===== src/rtl/demap_frame_ctrl.sv =====
// demap_frame_ctrl
// Frame-level sequencer for the multi-mode APSK exhaustive demapper.
// Accepts one frame request at a time and latches its Mode and N0/2.
// Gates the symbol stream into the demapper for exactly one frame's
// worth of symbols, then drains the demapper pipeline. Mode is forced
// back to 0 before the next frame so that every mode switch is separated
// by at least one idle cycle.
//
// Symbol handshake (valid/ready):
//   A beat transfers on a rising edge where s_valid && s_ready are both 1.
//   s_ready depends only on the controller state and never on s_valid.
//   Upstream must hold s_valid (and its data) until the beat transfers.
//   dm_in_valid marks the transferring cycle towards the demapper, so the
//   demapper samples the symbol on the same edge the handshake completes.
module demap_frame_ctrl #(
  parameter int CNT_W       = 15,
  parameter int PIPE_LAT    = 9,
  parameter int NSYM_QPSK   = 32400,
  parameter int NSYM_8PSK   = 21600,
  parameter int NSYM_16APSK = 16200,
  parameter int NSYM_32APSK = 12960,
  parameter int NSYM_64APSK = 10800
) (
  input  logic        clk,
  input  logic        rst,
  input  logic        frame_req,
  input  logic [2:0]  frame_mode,
  input  logic [18:0] frame_n0_2,
  output logic        frame_ack,
  output logic        frame_err,
  input  logic        abort,
  input  logic        s_valid,
  output logic        s_ready,
  output logic        dm_in_valid,
  output logic [2:0]  dm_mode,
  output logic [18:0] dm_n0_2,
  output logic        busy,
  output logic        frame_done,
  output logic        frame_aborted,
  output logic [2:0]  dbg_state
);

  typedef enum logic [2:0] {
    S_IDLE   = 3'd0,
    S_CONFIG = 3'd1,
    S_STREAM = 3'd2,
    S_DRAIN  = 3'd3,
    S_DONE   = 3'd4
  } state_t;

  state_t           state_q;
  logic [CNT_W-1:0] sym_cnt_q;
  logic [CNT_W-1:0] sym_cnt_d;
  logic [CNT_W-1:0] drain_cnt_q;
  logic [CNT_W-1:0] drain_cnt_d;
  logic [CNT_W-1:0] nsym_q;
  logic [2:0]       dm_mode_q;
  logic [18:0]      dm_n0_2_q;
  logic             frame_ack_q;
  logic             frame_err_q;
  logic             frame_done_q;
  logic             frame_aborted_q;
  logic             busy_q;

  logic             mode_ok;
  logic             beat;
  logic             last_beat;
  logic             drain_last;
  logic [CNT_W-1:0] nsym_lookup;

  // Symbols per 64800-bit frame for each valid mode; 0 for illegal modes.
  function automatic logic [CNT_W-1:0] nsym_of(input logic [2:0] m);
    case (m)
      3'd1:    return CNT_W'(NSYM_QPSK);
      3'd2:    return CNT_W'(NSYM_8PSK);
      3'd3:    return CNT_W'(NSYM_16APSK);
      3'd4:    return CNT_W'(NSYM_32APSK);
      3'd5:    return CNT_W'(NSYM_64APSK);
      default: return '0;
    endcase
  endfunction

  // Request decode, handshake and counter next-values.
  always_comb begin
    mode_ok     = (frame_mode != 3'd0) && (frame_mode <= 3'd5);
    nsym_lookup = nsym_of(frame_mode);
    beat        = s_valid && (state_q == S_STREAM);
    last_beat   = (sym_cnt_q == (nsym_q - 1'b1));
    drain_last  = (drain_cnt_q == CNT_W'(PIPE_LAT - 1));
    sym_cnt_d   = sym_cnt_q + 1'b1;
    drain_cnt_d = drain_cnt_q + 1'b1;
  end

  // Frame FSM with all flag and demapper-control outputs registered.
  always_ff @(posedge clk) begin
    if (rst) begin
      state_q         <= S_IDLE;
      sym_cnt_q       <= '0;
      drain_cnt_q     <= '0;
      nsym_q          <= '0;
      dm_mode_q       <= 3'd0;
      dm_n0_2_q       <= 19'd0;
      frame_ack_q     <= 1'b0;
      frame_err_q     <= 1'b0;
      frame_done_q    <= 1'b0;
      frame_aborted_q <= 1'b0;
      busy_q          <= 1'b0;
    end else begin
      // Pulses default low; each is raised for exactly one cycle below.
      frame_ack_q     <= 1'b0;
      frame_err_q     <= 1'b0;
      frame_done_q    <= 1'b0;
      frame_aborted_q <= 1'b0;

      if (abort && (state_q != S_IDLE)) begin
        // Abandon the frame; a beat coincident with abort is not counted.
        // dm_n0_2 is deliberately kept until the next accepted request.
        state_q         <= S_IDLE;
        dm_mode_q       <= 3'd0;
        sym_cnt_q       <= '0;
        drain_cnt_q     <= '0;
        frame_aborted_q <= 1'b1;
        busy_q          <= 1'b0;
      end else begin
        case (state_q)
          S_IDLE: begin
            if (frame_req) begin
              if (mode_ok) begin
                state_q     <= S_CONFIG;
                dm_mode_q   <= frame_mode;
                dm_n0_2_q   <= frame_n0_2;
                nsym_q      <= nsym_lookup;
                sym_cnt_q   <= '0;
                frame_ack_q <= 1'b1;
                busy_q      <= 1'b1;
              end else begin
                frame_err_q <= 1'b1;
              end
            end
          end

          // One settle cycle: the demapper sees the new Mode/N0 before
          // the first symbol arrives.
          S_CONFIG: begin
            state_q <= S_STREAM;
          end

          S_STREAM: begin
            if (beat) begin
              sym_cnt_q <= sym_cnt_d;
              if (last_beat) begin
                state_q     <= S_DRAIN;
                drain_cnt_q <= '0;
              end
            end
          end

          // Let the last symbol propagate through the demapper pipeline.
          S_DRAIN: begin
            drain_cnt_q <= drain_cnt_d;
            if (drain_last) begin
              state_q      <= S_DONE;
              frame_done_q <= 1'b1;
            end
          end

          // frame_req is not looked at here, guaranteeing an IDLE cycle
          // with Mode 0 before any following frame.
          S_DONE: begin
            state_q   <= S_IDLE;
            dm_mode_q <= 3'd0;
            busy_q    <= 1'b0;
          end

          default: begin
            state_q   <= S_IDLE;
            dm_mode_q <= 3'd0;
            busy_q    <= 1'b0;
          end
        endcase
      end
    end
  end

  // Output mapping; only s_ready and dm_in_valid are combinational.
  always_comb begin
    s_ready       = (state_q == S_STREAM);
    dm_in_valid   = beat;
    dm_mode       = dm_mode_q;
    dm_n0_2       = dm_n0_2_q;
    frame_ack     = frame_ack_q;
    frame_err     = frame_err_q;
    frame_done    = frame_done_q;
    frame_aborted = frame_aborted_q;
    busy          = busy_q;
    dbg_state     = state_q;
  end

endmodule


===== config.mk =====
export PLATFORM = sky130hd
export DESIGN_NAME = demap_frame_ctrl
export DESIGN_NICKNAME = d
export VERILOG_FILES = /design/src/rtl/demap_frame_ctrl.sv
export SDC_FILE = /design/constraint.sdc
export NUM_CORES = 1
export LEC_CHECK = 0
export CORE_UTILIZATION = 54
export CTS_BUF_LIST = sky130_fd_sc_hd__clkbuf_4 sky130_fd_sc_hd__clkbuf_8
export DETAILED_ROUTE_END_ITERATION = 12
export GPL_ROUTABILITY_DRIVEN = 0
export GPL_TIMING_DRIVEN = 0
export HOLD_SLACK_MARGIN = 0.08
export PLACE_DENSITY = 0.92
export RECOVER_POWER = 25
export SKIP_CTS_REPAIR_TIMING = 1
export SLEW_MARGIN = 20
export SYNTH_ARGS = -nofsm -noshare
export SYNTH_HDL_FRONTEND = slang
export SYNTH_SLANG_ARGS = --single-unit

===== constraint.sdc =====
create_clock -name clk -period 2.66 [get_ports clk]
set_input_delay 0.798 -clock clk [delete_from_list [all_inputs] [get_ports clk]]
set_output_delay 0.798 -clock clk [all_outputs]
set_load 0.02 [all_outputs]

# == Word level (Yosys, flattened, before mapping) ==
# Cells that the tools add are included.
# op_classes
n_addsub,3
order_cmp,1
n_eq_ne,15
mux,24
n_bitwise,5
n_reduce_logical,17
# op_table
cell,count
2-to-1 mux 15 bit,5
one-hot mux 15 bit (5 select lines),1
one-hot mux 15 bit (2 select lines),2
adder 15 x 1 -> 15 bit (second input constant),2
2-to-1 mux 3 bit,7
equality test 15 bit,1
equality test 15 x 4 -> 1 bit (second input constant),1
subtractor 15 x 1 -> 15 bit (second input constant),1
equality test 3 x 2 -> 1 bit (second input constant),4
one-hot mux 3 bit (4 select lines),1
AND reduction 4 bit,2
equality test 3 x 1 -> 1 bit (second input constant),2
equality test 3 bit (second input constant),2
2-to-1 mux 1 bit,6
!= test 2 bit (second input constant),3
one-hot mux 3 bit (2 select lines),1
AND reduction 3 bit,2
nonzero test 3 bit,2
OR reduction 3 bit,2
inverter 1 bit,5
AND reduction 5 bit,1
!= test 2 x 1 -> 1 bit (second input constant),2
nonzero test 2 bit,2
OR reduction 4 bit,1
other kinds (5),7
# word_totals
register_bits,75
input_bits,27
out_inout_bits,32
wordCells,76

# == Longest topological paths before layout ==
# depth
word_depth,5
mapped_depth,11

# == Worst setup path before layout ==
# OpenSTA, ideal clock, no wires.
# synth_path
kind,input port to flip-flop
start,input frame_mode[2]
end,register sym_cnt_q[13]
setup_time_ns,0.070
t_arrival_ns,2.384
required_ns,2.590
path_slack_ns,0.206
stages,8
n_path_buf,2
cell_sequence,or3_1 nand4b_1 a211o_1 buf_2 or3_1 buf_2 or3_1 a21oi_1
# synth_between
elab_chain_cells,4
elab_cells_between_ends,5
# synth_rtl
element,line,text
from (decl),27,"input logic [2:0] frame_mode,"
less-or-equal comparator 3 bit or nonzero test 3 bit (tied branches),85,mode_ok = (frame_mode != 3'd0) && (frame_mode <= 3'd5);
logical AND 1 bit *,85,
!= test 2 bit (no line) *,-,
AND reduction 4 bit (no line) *,-,
to (signal assigned),150,sym_cnt_q <= sym_cnt_d;
to (decl),52,logic [CNT_W-1:0] sym_cnt_q;
# Mark *: on every way between the ends. The rest lies on a longest branch, timed or not.
# A chain may end at the register's enable or synchronous reset.

# == Worst setup path in the final report ==
# layout_path
start,register nsym_q[8]
end,register drain_cnt_q[10]
# layout_between
elab_chain_cells,4
# layout_rtl
element,line,text
from (decl),56,logic [CNT_W-1:0] nsym_q;
from (signal assigned),132,nsym_q <= nsym_lookup;
subtractor 15 x 1 -> 15 bit,88,last_beat = (sym_cnt_q == (nsym_q - 1'b1));
equality test 15 bit,88,
!= test 2 x 1 -> 1 bit (no line),-,
AND reduction 3 bit (no line),-,
to (signal assigned),160,drain_cnt_q <= drain_cnt_d;
to (decl),54,logic [CNT_W-1:0] drain_cnt_q;
# No other way between the ends.

==> impl_metrics.csv <==
group,metric,value,unit
placement,hpwlAfterDp,6210,um
floorplanning,initial_utilization,0.562,
pwr,clkPwrFrac,0.376,
sta,hold-worst-slack,0.456,ns
floorplanning,core_area,5960,um2
run_status,status,"completed",
detailed_routing,drt_iter0_drc,286,
yosys,ys_seq_area_frac,0.419,
clock_tree,cts_inserted_buffers,9,
placement,place_area,4010,um2
sta,skew,0.00649,ns
hold_path,hp-start,"dm_n0_2[13]",
cells_and_area,nets,533,
detailed_routing,finalWirelength,9880,um
yosys,synth.distinct_cells,49,
sta,slew_violations,0,
pwr,pwr_density_cell,604,nW/um2
yosys,ys_seq_elements,70,
yosys,syn_nets,458,
sta,fmax,379,MHz
hold_path,min_to,"dm_n0_2[13]",
yosys,syn-cell-area,3350,um2
worst_setup_path,worstReg2RegStart,"nsym_q[8]",
worst_setup_path,reg2reg_to,"drain_cnt_q[10]",
floorplanning,row_count,28,
sta,fin_crit,2.64,ns
sta,setup_viol,0,
detailed_routing,wl_per_cell,17.0,um
floorplanning,die_x,80.7,um
floorplanning,die_height,80.7,um
detailed_routing,route.vias.total,3561,
clock_tree,clockBufferDepth,2,
cells_and_area,antenna_cells,0,
yosys,syn_inst,427,
yosys,synth_edf_count,0,
clock_tree,cts_sinks,70,
grt,grt_overflow,0,
pwr,p_comb_frac,0.195,
grt,grt_pass1_vias,3127,
cells_and_area,final_cell_mix,"dfxtp_1 (69), nand2_1 (68), clkdlybuf4s50_1 (52)",
worst_setup_path,cp-end-kind,"flip-flop",
grt,grt.total_usage,0.279,
yosys,synth_area_leaders,"dfxtp_1 (42%), nand2_1 (7.6%), a21oi_1 (7.2%)",
worst_setup_path,arrival,2.93,ns
floorplanning,dieArea,6510,um2
sta,final-hold-violation-count,0,
hold_path,min_delay_path_depth,2,
clock_tree,root_buffer,"clkbuf_8",
clock_tree,clk_latency,0.36,ns
yosys,synth_top_family_by_area,"simple AND/OR/NAND/NOR gates",
grt,grt_pass1_wl,13900,um
worst_setup_path,cp.required,2.95,ns
sta,tightestPinTransition,0.578,ns
cells_and_area,layout-drive-gt1-share,0.0927,
clock_tree,clk_pin_slew,0.08,ns
pwr,pwr-share-seq,0.428,
pwr,internal-power,1.89,mW
pwr,switching_share,0.286,
cells_and_area,n_fill_cell,391,
yosys,synthSimpleGateAreaFrac,0.283,
yosys,synthXorXnorAreaFrac,0.0628,
cells_and_area,layout_commonest_cell,"dfxtp_1",
grt,grt_max_degree,13,
yosys,synth_ff_type,"dfxtp_1",
clock_tree,cts_tree,"built",
yosys,syn_avg_cell_area,7.84,um2
pwr,p_leak,1.58,nW
worst_setup_path,regToRegSetupSlack,0.02,ns
yosys,synthMuxAreaShare,0.00299,
grt,antenna_found_initial,0,
detailed_routing,avgViaCountPerCell,6.12,
worst_setup_path,critPathMaxFanout,6,
yosys,yosysTopAreaCell,"dfxtp_1",
worst_setup_path,rr_worst_depth,10,
hold_path,min_path_type,"reg2reg",
detailed_routing,ant_nets,0,
sta,relSlewSlack,0.615,
sta,post-route-period-util,0.992,
yosys,synth.top_cell.area_share,0.419,
worst_setup_path,crit_type,"reg2reg",
yosys,yosys.area_share.adder,0.0150,
yosys,synth-compound-area-share,0.173,
floorplanning,ioPinCount,59,
placement,port_buffers,57,
detailed_routing,route.detailed.drc,0,
yosys,yosys_warnings,0,
cells_and_area,post-route-cell-area,4390,um2
yosys,synth-async-reset-ratio,0,
cells_and_area,syn_to_final_growth,31.1,%
pwr,p_sw,0.758,mW
worst_setup_path,startpoint_type,"flip-flop",
pwr,worst_ir_drop_vdd,549,uV
clock_tree,htree_levels,3,
flow_run,drv_cap,0,
detailed_routing,firstDrtPassIters,5,
==> sequential cells by signal, indices dropped and copies added (netlist names) <==
name / flops
dm_n0_2: 19
drain_cnt_q: 15
sym_cnt_q: 15
nsym_q: 10
dbg_state: 3
dm_mode: 3
busy: 1
frame_aborted: 1
frame_ack: 1
frame_done: 1
frame_err: 1
==> routing by layer <==
| metal | track usage | vias to the layer above | wire (um) |
|---|---|---|---|
| li1 | - | 1647 | - |
| met1 | 0.311 | 1710 | 3850 |
| met2 | 0.491 | 162 | 5070 |
| met3 | 0.0682 | 42 | 587 |
| met4 | 0.138 | 0 | 375 |
| met5 | 0 | - | 0 |
==> Yosys cell counts, types with 3 or more instances <==
cell type / number
or3_1: 20
xor2_1: 11
buf_2: 7
nand2_1: 68
nor3_1: 13
a211oi_1: 5
o21ai_0: 23
nor2_1: 38
or4_1: 5
xnor2_1: 13
nor4_1: 4
dfxtp_1: 70
nand4_1: 7
nand3_1: 15
clkbuf_1: 15
nor2b_1: 6
ha_1: 4
a21oi_1: 48
and3_1: 4
and2_1: 4
inv_1: 12
a22oi_1: 3
==> worst max path at each step <==
stage                        startpoint               to  slack, ns  cells after the start
after floorplan           frame_mode[2]    sym_cnt_q[13]       0.21                      8
after global placement    frame_mode[0]    sym_cnt_q[13]      -0.56                      9
after detailed placement  frame_mode[0]    sym_cnt_q[13]      -0.59                      9
after CTS                  dbg_state[1]      dm_in_valid      -0.34                      5
after global routing          nsym_q[8]   drain_cnt_q[7]      -0.07                     10
final                         nsym_q[8]  drain_cnt_q[10]       0.02                     10
==> area by class of cell <==
type                    count  area (um2)  share of cell area
plain buffers              22         108              0.0245
clock buffers              11         151              0.0345
clock inverters             5        81.3              0.0185
inverters                  12        45.0              0.0103
multi-input cells         322        1870               0.425
flip-flops and latches     70        1400               0.320
well taps                  75        93.8              0.0214
repair buffers             65         638               0.146
==> power by group through the flow <==
stage               Combinational (mW)  Sequential (mW)  Clock [mW]
floorplan                        0.254             1.19           0
global placement                 0.450             1.15           0
detailed placement               0.466             1.15           0
CTS                              0.475             1.13        1.00
global route                     0.551             1.14        1.03
finish                           0.517             1.13       0.996
==> cells by family (layout without fill, tap and decap cells) <==
group	count (synthesis)	after routing
mux	1	1
flops	70	70
fa+ha+maj	4	4
buf+inv	36	115
simple gates	194	194
xor+xnor	24	24
compound gates	98	99
==> critical path, stage by stage (launching register included) <==
cell and delay [ns]:
dfxtp_1 0.32, buf_6 0.12, inv_1 0.05, ha_2 0.21, nor2b_4 0.22, a31oi_1 0.12
xnor2_1 0.22, nor4_2 0.40, a21oi_1 0.22, or4_1 0.54, a21oi_1 0.15
==> per-stage QoR <==
| stage | util | power [mW] | cells | setup TNS, ns | setup WS [ns] |
|---|---|---|---|---|---|
| after global placement | 0.673 | 1.60 | 559 | -5.70 | -0.563 |
| after CTS | 0.712 | 2.60 | 575 | -3.30 | -0.341 |
| final | 0.736 | 2.65 | 582 | 0 | 0.0201 |
| after global routing | 0.736 | 2.72 | 582 | -0.240 | -0.0651 |
| after detailed placement | 0.673 | 1.62 | 559 | -8.20 | -0.595 |
| after floorplan | - | 1.44 | 427 | 0 | 0.206 |
(Power assumes the default switching activity.)
